File: src/rtl/wb_select_stage_if.sv
// ---------------------------------------------------------------------------
// wb_select_stage_if
//   Bundles the upstream entry fields, the valid/ready handshakes and the
//   writeback outputs of the writeback-select stage.
//
//   Modports
//     master : environment view (drives the entry and out_ready, observes the
//              writeback outputs)
//     slave  : stage view (consumes the entry, drives the writeback outputs)
//
//   Signals
//     in_valid / in_ready      upstream handshake
//     flush                    squash of held and incoming entry
//     reg_write, dst_sel       destination control (00 rt, 01 rd, 10 link, 11 none)
//     instr_rt, instr_rd       register fields of the instruction
//     data_sel, src_data       data source index and packed data sources
//     ld_size, ld_signed,      sub-word load control
//     byte_off
//     out_valid / out_ready    downstream handshake
//     wb_we, wb_addr, wb_data  register-file write port
//     retire_cnt               count of retired entries
// ---------------------------------------------------------------------------
interface wb_select_stage_if #(
    parameter int DATA_W = 32,
    parameter int REG_AW = 5,
    parameter int NSRC   = 4
);
    localparam int SEL_W = (NSRC > 1) ? $clog2(NSRC) : 1;

    logic                   in_valid;
    logic                   in_ready;
    logic                   flush;
    logic                   reg_write;
    logic [1:0]             dst_sel;
    logic [REG_AW-1:0]      instr_rt;
    logic [REG_AW-1:0]      instr_rd;
    logic [SEL_W-1:0]       data_sel;
    logic [NSRC*DATA_W-1:0] src_data;
    logic [1:0]             ld_size;
    logic                   ld_signed;
    logic [1:0]             byte_off;
    logic                   out_valid;
    logic                   out_ready;
    logic                   wb_we;
    logic [REG_AW-1:0]      wb_addr;
    logic [DATA_W-1:0]      wb_data;
    logic [31:0]            retire_cnt;

    modport master (
        output in_valid, flush, reg_write, dst_sel, instr_rt, instr_rd,
               data_sel, src_data, ld_size, ld_signed, byte_off, out_ready,
        input  in_ready, out_valid, wb_we, wb_addr, wb_data, retire_cnt
    );

    modport slave (
        input  in_valid, flush, reg_write, dst_sel, instr_rt, instr_rd,
               data_sel, src_data, ld_size, ld_signed, byte_off, out_ready,
        output in_ready, out_valid, wb_we, wb_addr, wb_data, retire_cnt
    );
endinterface

File: src/rtl/wb_select_stage.sv
// ---------------------------------------------------------------------------
// wb_select_stage
//   Registered writeback-select stage between MEM and the register file.
//   Resolves the destination register (rt / rd / link register / none) and the
//   writeback data (one of NSRC packed sources) into a single pipeline register
//   guarded by a valid/ready handshake, with flush and a retire counter.
//
//   Ports
//     clk    rising-edge clock
//     reset  asynchronous, active-high reset
//     bus    wb_select_stage_if.slave (entry in, writeback out, handshakes)
//
//   Configuration macro
//     LOAD_EXT_EN  when defined, the memory-load source (MEM_IDX) is
//                  lane-selected by byte_off and sign/zero extended according
//                  to ld_size / ld_signed before it is registered. When
//                  undefined the memory word passes through unchanged and the
//                  load-control fields are ignored.
// ---------------------------------------------------------------------------
module wb_select_stage #(
    parameter int DATA_W   = 32,
    parameter int REG_AW   = 5,
    parameter int NSRC     = 4,
    parameter int MEM_IDX  = 1,
    parameter int LINK_REG = 31
) (
    input  logic                   clk,
    input  logic                   reset,
    wb_select_stage_if.slave       bus
);
    localparam int SEL_W = (NSRC > 1) ? $clog2(NSRC) : 1;

`ifdef LOAD_EXT_EN
    // Little-endian lane select and extension of a loaded word.
    function automatic logic [DATA_W-1:0] load_extend(
        input logic [DATA_W-1:0] word,
        input logic [1:0]        size,
        input logic              sgn,
        input logic [1:0]        off
    );
        logic [7:0]  byte_v;
        logic [15:0] half_v;
        byte_v = word[8*int'(off) +: 8];
        half_v = word[16*int'(off[1]) +: 16];
        case (size)
            2'b01:   load_extend = {{(DATA_W-16){sgn & half_v[15]}}, half_v};
            2'b10:   load_extend = {{(DATA_W-8){sgn & byte_v[7]}}, byte_v};
            default: load_extend = word;
        endcase
    endfunction
`else
    // The load-control fields have no effect in this build.
    logic unused_load_ctl_s;
    assign unused_load_ctl_s = ^{bus.ld_size, bus.ld_signed, bus.byte_off};
`endif

    // Pipeline register
    logic              out_valid_r;
    logic              wb_we_r;
    logic [REG_AW-1:0] wb_addr_r;
    logic [DATA_W-1:0] wb_data_r;
    logic [31:0]       retire_cnt_r;

    // Next-state and decode signals
    logic              in_ready_s;
    logic              capture_s;
    logic              retire_s;
    logic [REG_AW-1:0] dst_addr_s;
    logic              dst_we_s;
    logic [DATA_W-1:0] src_mux_s;
    logic [DATA_W-1:0] wb_data_in_s;
    logic              out_valid_s;
    logic              wb_we_s;
    logic [REG_AW-1:0] wb_addr_s;
    logic [DATA_W-1:0] wb_data_s;

    // Handshake qualifiers; flush blocks capture but not the downstream retire.
    assign in_ready_s = !out_valid_r || bus.out_ready;
    assign capture_s  = bus.in_valid && in_ready_s && !bus.flush;
    assign retire_s   = out_valid_r && bus.out_ready;

    // Destination register and write-enable decode; writes to $0 are dropped.
    always_comb begin
        dst_addr_s = {REG_AW{1'b0}};
        case (bus.dst_sel)
            2'b00:   dst_addr_s = bus.instr_rt;
            2'b01:   dst_addr_s = bus.instr_rd;
            2'b10:   dst_addr_s = REG_AW'(LINK_REG);
            default: dst_addr_s = {REG_AW{1'b0}};
        endcase
        dst_we_s = bus.reg_write && (bus.dst_sel != 2'b11)
                   && (dst_addr_s != {REG_AW{1'b0}});
    end

    // Data source mux; an index with no matching source yields zero.
    always_comb begin
        src_mux_s = {DATA_W{1'b0}};
        for (int i = 0; i < NSRC; i++) begin
            if (bus.data_sel == SEL_W'(i)) begin
                src_mux_s = bus.src_data[i*DATA_W +: DATA_W];
            end else begin
                src_mux_s = src_mux_s;
            end
        end
    end

    // Optional load formatting applied only to the memory source.
    always_comb begin
        wb_data_in_s = src_mux_s;
`ifdef LOAD_EXT_EN
        if (bus.data_sel == SEL_W'(MEM_IDX)) begin
            wb_data_in_s = load_extend(src_mux_s, bus.ld_size, bus.ld_signed,
                                       bus.byte_off);
        end else begin
            wb_data_in_s = src_mux_s;
        end
`endif
    end

    // Pipeline register next state: load, empty (retire or flush), or hold.
    always_comb begin
        out_valid_s = out_valid_r;
        wb_we_s     = wb_we_r;
        wb_addr_s   = wb_addr_r;
        wb_data_s   = wb_data_r;
        if (capture_s) begin
            out_valid_s = 1'b1;
            wb_we_s     = dst_we_s;
            wb_addr_s   = dst_addr_s;
            wb_data_s   = wb_data_in_s;
        end else if (retire_s || bus.flush) begin
            // Write enable follows valid down so a stale entry never writes.
            out_valid_s = 1'b0;
            wb_we_s     = 1'b0;
        end else begin
            out_valid_s = out_valid_r;
            wb_we_s     = wb_we_r;
        end
    end

    // Pipeline register and retire counter state.
    always_ff @(posedge clk or posedge reset) begin
        if (reset) begin
            out_valid_r  <= 1'b0;
            wb_we_r      <= 1'b0;
            wb_addr_r    <= {REG_AW{1'b0}};
            wb_data_r    <= {DATA_W{1'b0}};
            retire_cnt_r <= 32'd0;
        end else begin
            out_valid_r <= out_valid_s;
            wb_we_r     <= wb_we_s;
            wb_addr_r   <= wb_addr_s;
            wb_data_r   <= wb_data_s;
            if (retire_s) begin
                retire_cnt_r <= retire_cnt_r + 32'd1;
            end else begin
                retire_cnt_r <= retire_cnt_r;
            end
        end
    end

    assign bus.in_ready   = in_ready_s;
    assign bus.out_valid  = out_valid_r;
    assign bus.wb_we      = wb_we_r;
    assign bus.wb_addr    = wb_addr_r;
    assign bus.wb_data    = wb_data_r;
    assign bus.retire_cnt = retire_cnt_r;

endmodule

File: src/flat_wrapper.sv
// flat-port wrapper written by rule: the top's interface ports become plain ports
module wb_select_stage_flat 
#(
    parameter int DATA_W   = 32,
    parameter int REG_AW   = 5,
    parameter int NSRC     = 4,
    parameter int MEM_IDX  = 1,
    parameter int LINK_REG = 31
)
  (clk, reset, bus_in_valid, bus_flush, bus_reg_write, bus_dst_sel, bus_instr_rt, bus_instr_rd, bus_data_sel, bus_src_data, bus_ld_size, bus_ld_signed, bus_byte_off, bus_out_ready, bus_in_ready, bus_out_valid, bus_wb_we, bus_wb_addr, bus_wb_data, bus_retire_cnt);
  wb_select_stage_if #(.DATA_W(DATA_W), .REG_AW(REG_AW), .NSRC(NSRC)) bus_i ();
  input  logic clk;
  input  logic reset;
  input wire logic [$bits(bus_i.in_valid)-1:0] bus_in_valid;
  input wire logic [$bits(bus_i.flush)-1:0] bus_flush;
  input wire logic [$bits(bus_i.reg_write)-1:0] bus_reg_write;
  input wire logic [$bits(bus_i.dst_sel)-1:0] bus_dst_sel;
  input wire logic [$bits(bus_i.instr_rt)-1:0] bus_instr_rt;
  input wire logic [$bits(bus_i.instr_rd)-1:0] bus_instr_rd;
  input wire logic [$bits(bus_i.data_sel)-1:0] bus_data_sel;
  input wire logic [$bits(bus_i.src_data)-1:0] bus_src_data;
  input wire logic [$bits(bus_i.ld_size)-1:0] bus_ld_size;
  input wire logic [$bits(bus_i.ld_signed)-1:0] bus_ld_signed;
  input wire logic [$bits(bus_i.byte_off)-1:0] bus_byte_off;
  input wire logic [$bits(bus_i.out_ready)-1:0] bus_out_ready;
  output wire logic [$bits(bus_i.in_ready)-1:0] bus_in_ready;
  output wire logic [$bits(bus_i.out_valid)-1:0] bus_out_valid;
  output wire logic [$bits(bus_i.wb_we)-1:0] bus_wb_we;
  output wire logic [$bits(bus_i.wb_addr)-1:0] bus_wb_addr;
  output wire logic [$bits(bus_i.wb_data)-1:0] bus_wb_data;
  output wire logic [$bits(bus_i.retire_cnt)-1:0] bus_retire_cnt;
  assign bus_i.in_valid = bus_in_valid;
  assign bus_i.flush = bus_flush;
  assign bus_i.reg_write = bus_reg_write;
  assign bus_i.dst_sel = bus_dst_sel;
  assign bus_i.instr_rt = bus_instr_rt;
  assign bus_i.instr_rd = bus_instr_rd;
  assign bus_i.data_sel = bus_data_sel;
  assign bus_i.src_data = bus_src_data;
  assign bus_i.ld_size = bus_ld_size;
  assign bus_i.ld_signed = bus_ld_signed;
  assign bus_i.byte_off = bus_byte_off;
  assign bus_i.out_ready = bus_out_ready;
  assign bus_in_ready = bus_i.in_ready;
  assign bus_out_valid = bus_i.out_valid;
  assign bus_wb_we = bus_i.wb_we;
  assign bus_wb_addr = bus_i.wb_addr;
  assign bus_wb_data = bus_i.wb_data;
  assign bus_retire_cnt = bus_i.retire_cnt;
  wb_select_stage #(.DATA_W(DATA_W), .REG_AW(REG_AW), .NSRC(NSRC), .MEM_IDX(MEM_IDX), .LINK_REG(LINK_REG)) u_core (.clk(clk), .reset(reset), .bus(bus_i));
endmodule
File: config.mk
export PLATFORM = sky130hd
export DESIGN_NAME = wb_select_stage_flat
export DESIGN_NICKNAME = d
export VERILOG_FILES = /design/src/rtl/wb_select_stage_if.sv /design/src/rtl/wb_select_stage.sv /design/src/flat_wrapper.sv
export SDC_FILE = /design/constraint.sdc
export NUM_CORES = 1
export LEC_CHECK = 0
export CORE_UTILIZATION = 38
export CTS_CLUSTER_SIZE = 40
export DETAILED_ROUTE_END_ITERATION = 16
export GPL_ROUTABILITY_DRIVEN = 0
export GPL_TIMING_DRIVEN = 0
export PLACE_DENSITY = 0.81
export SLEW_MARGIN = 5
export SYNTH_ARGS = -nofsm -noshare
export SYNTH_HDL_FRONTEND = slang
export SYNTH_SLANG_ARGS = --single-unit
File: constraint.sdc
create_clock -name clk -period 3 [get_ports clk]
set_input_delay 0.6 -clock clk [delete_from_list [all_inputs] [get_ports clk]]
set_output_delay 0.6 -clock clk [all_outputs]
set_load 0.01 [all_outputs]
==> impl_metrics.yaml <==
status:
  outcome: "complete, no violations"
clock_network:
  cts_tree: "done"
  cts_sinks: 71
  postCtsResizedCells: 0
  clkTransAtPathRegs_ps: 70
  postCtsSetupRepairBufs: 0
  cts_buffers: 9
  h-tree-depth: 3
  cts_buffer_depth: 2
  clock-root-buffer: "clkbuf_8"
  hold_buffers: 0
  clk_latency_ps: 330
detailed_routing:
  drc: 0
  via_per_inst: 4.88
  detail-route-antenna-nets: 0
  wire_per_inst_um: 16.4
  routed_wl_mm: 11.8
  first_iter_violations: 143
  vias: 3498
  dr.pass1.iters: 4
global_routing:
  antenna_found_initial: 0
  first_global_vias: 3630
  track_usage: 0.227
  grt_overflow: 0
  grt_max_degree: 38
  grt_pass1_wl_mm: 17.8
synthesis:
  synth-main-ff-cell: "dfrtp_1"
  synthTopCellsByArea: "dfrtp_1, mux4_2, nand2_1"
  synth_top_area_cell: "dfrtp_1"
  synth-async-reset-ratio: 1.00
  synth_area_per_cell_um2: 11.0
  synth-edff-count: 0
  synth_commonest_cells: "nand2_1, dfrtp_1, mux4_2, xnor2_1, o21ai_0"
  synthCells: 349
  synth_top_area_frac: 0.464
  synth_seq_cells: 71
  synth_fp_nets: 503
  synth.distinct_cells: 32
  yosysMostFrequentCell: "nand2_1"
  yosys_warnings: 0
  synth-seq-area-share: 0.464
  syn-cell-area_mm2: 0.00383
die:
  rows: 36
  die-area_mm2: 0.0105
  die_w_um: 102
  initial_core_util: 0.392
  die_y_um: 102
  core_area_mm2: 0.00977
  ioPinCount: 225
pwr:
  p_clk_frac: 0.239
  vdd_drop_max_uv: 175
  power.total_mw: 2.64
  power_per_cell_area_mw_per_mm2: 415
  comb_power_share: 0.312
  p_sw_frac: 0.287
  p_int_mw: 1.88
  power.leakage_nw: 2.74
  power.switching_mw: 0.757
  seqPwrFrac: 0.449
place:
  dp_hpwl_mm: 9.89
  preCtsSetupSlack_ps: 471
  dpl_cell_area_mm2: 0.00620
  io_buffers: 218
cells_and_area:
  fin_nets: 733
  diodes: 0
  design_area_mm2: 0.00636
  drive_gt1_frac: 0.116
  area_delta_synth_final_pct: 65.9
timing:
  max_freq_mhz: 395
  setup_viol: 0
  post-route-min-period_ps: 2530
  worstMarginPinSlew_ps: 582
  setup_ws_ps: 471
  hold_viol: 0
  post-route-period-util: 0.843
  relSlewSlack: 0.612
  whs_ps: 475
  maxSlewViolCount: 0
  final.setup_skew_ps: 3.96
  rsz0062_at_grt: "no"
setup_path:
  worst_ep_required_time_ps: 2400
  rrSetupSlack_ps: 1220
  setup.worst_path.end_class: "primary output"
  worstPathMaxFanout: 5
  start_kind: "primary input"
  reg2reg_depth: 5
  cp.arrival_ps: 1930
  crit_type: "in2out"
min_path:
  min_path_type: "reg2reg"
  holdPathStages: 2
run:
  max_cap_violations: 0
registers in the layout, summed over array words and instances, names as in the netlist:
register,flops
u_core.bus.retire_cnt,32
u_core.bus.wb_data,32
u_core.bus.wb_addr,5
u_core.bus.out_valid,1
u_core.bus.wb_we,1
final cells by class:
type	instances	area, um2
Inverter	13	51.3
Fill cell	796	3410
Buffer	14	62.6
Clock inverter	5	25.0
Timing Repair Buffer	219	2200
Multi-Input combinational cell	251	1940
Sequential cell	71	1780
Clock buffer	11	131
Tap cell	133	166
critical path: stages:
cell	delay [ps]
clkdlybuf4s50_1	490
nor2b_1	260
inv_1	90
clkdlybuf4s50_1	490
power groups by stage:
| stage | Clock, mW | Combinational, mW | Sequential, mW |
|---|---|---|---|
| floorplan | 0 | 0.256 | 1.24 |
| global placement | 0 | 0.809 | 1.19 |
| detailed placement | 0 | 0.830 | 1.20 |
| CTS | 0.655 | 0.835 | 1.18 |
| global route | 0.686 | 0.889 | 1.20 |
| finish | 0.631 | 0.823 | 1.18 |
logic make-up after synthesis:
| logic type | count (synthesis) | share of synthesized area |
|---|---|---|
| compound gates | 17 | 0.0235 |
| xor+xnor | 31 | 0.0708 |
| fa+ha+maj | 1 | 0.00326 |
| buf+inv | 27 | 0.0291 |
| flops | 71 | 0.464 |
| mux | 33 | 0.191 |
| simple gates | 169 | 0.219 |
metal layers:
metal | vias to the layer above | GRT usage | routed length (um)
met3 | 12 | 0.0581 | 795
met2 | 134 | 0.437 | 6690
met1 | 1675 | 0.243 | 4160
li1 | 1677 | - | -
met4 | 0 | 0.0604 | 123
met5 | - | 0 | 0
stage by stage:
step	TNS [ps]	util	instances
after floorplan	0	-	349
after global placement	-37370	0.632	700
after detailed placement	0	0.635	701
after CTS	0	0.651	717
after global routing	0	0.651	717
final	0	0.651	717
path summary, 6_finish.rpt:
check                                      start                endpoint
max in group asynchronous                  reset  u_core.bus.wb_data[29]
hold reg to reg            u_core.bus.wb_data[0]   u_core.bus.wb_data[0]
setup reg to reg            u_core.bus.out_valid  u_core.bus.wb_data[18]
hold / removal             u_core.bus.wb_data[0]   u_core.bus.wb_data[0]
min in group asynchronous                  reset   u_core.bus.wb_data[6]
setup / recovery                   bus_out_ready            bus_in_ready
cell usage in the layout (no fill, tap or decap), types with 2 or more instances in the layout:
cell             Yosys  layout
o21ai_0             15      15
nand2_1            110     110
nor4_4               2       2
buf_2                8       8
dfrtp_1             71      71
xor2_1               6       6
clkbuf_1             6       8
inv_1               13      12
clkinv_2             0       5
mux4_2              32      32
nand3b_1             2       2
nand4b_1             2       2
xnor2_1             25      25
nand4_2              2       2
clkdlybuf4s50_1      0     218
clkbuf_8             0       9
nor4_2               3       3
nand3_1             12      12
and3_1               4       4
nand4_1             11      11
nor2_1              10      10
and2_1               2       2
(Power assumes the default switching activity.)
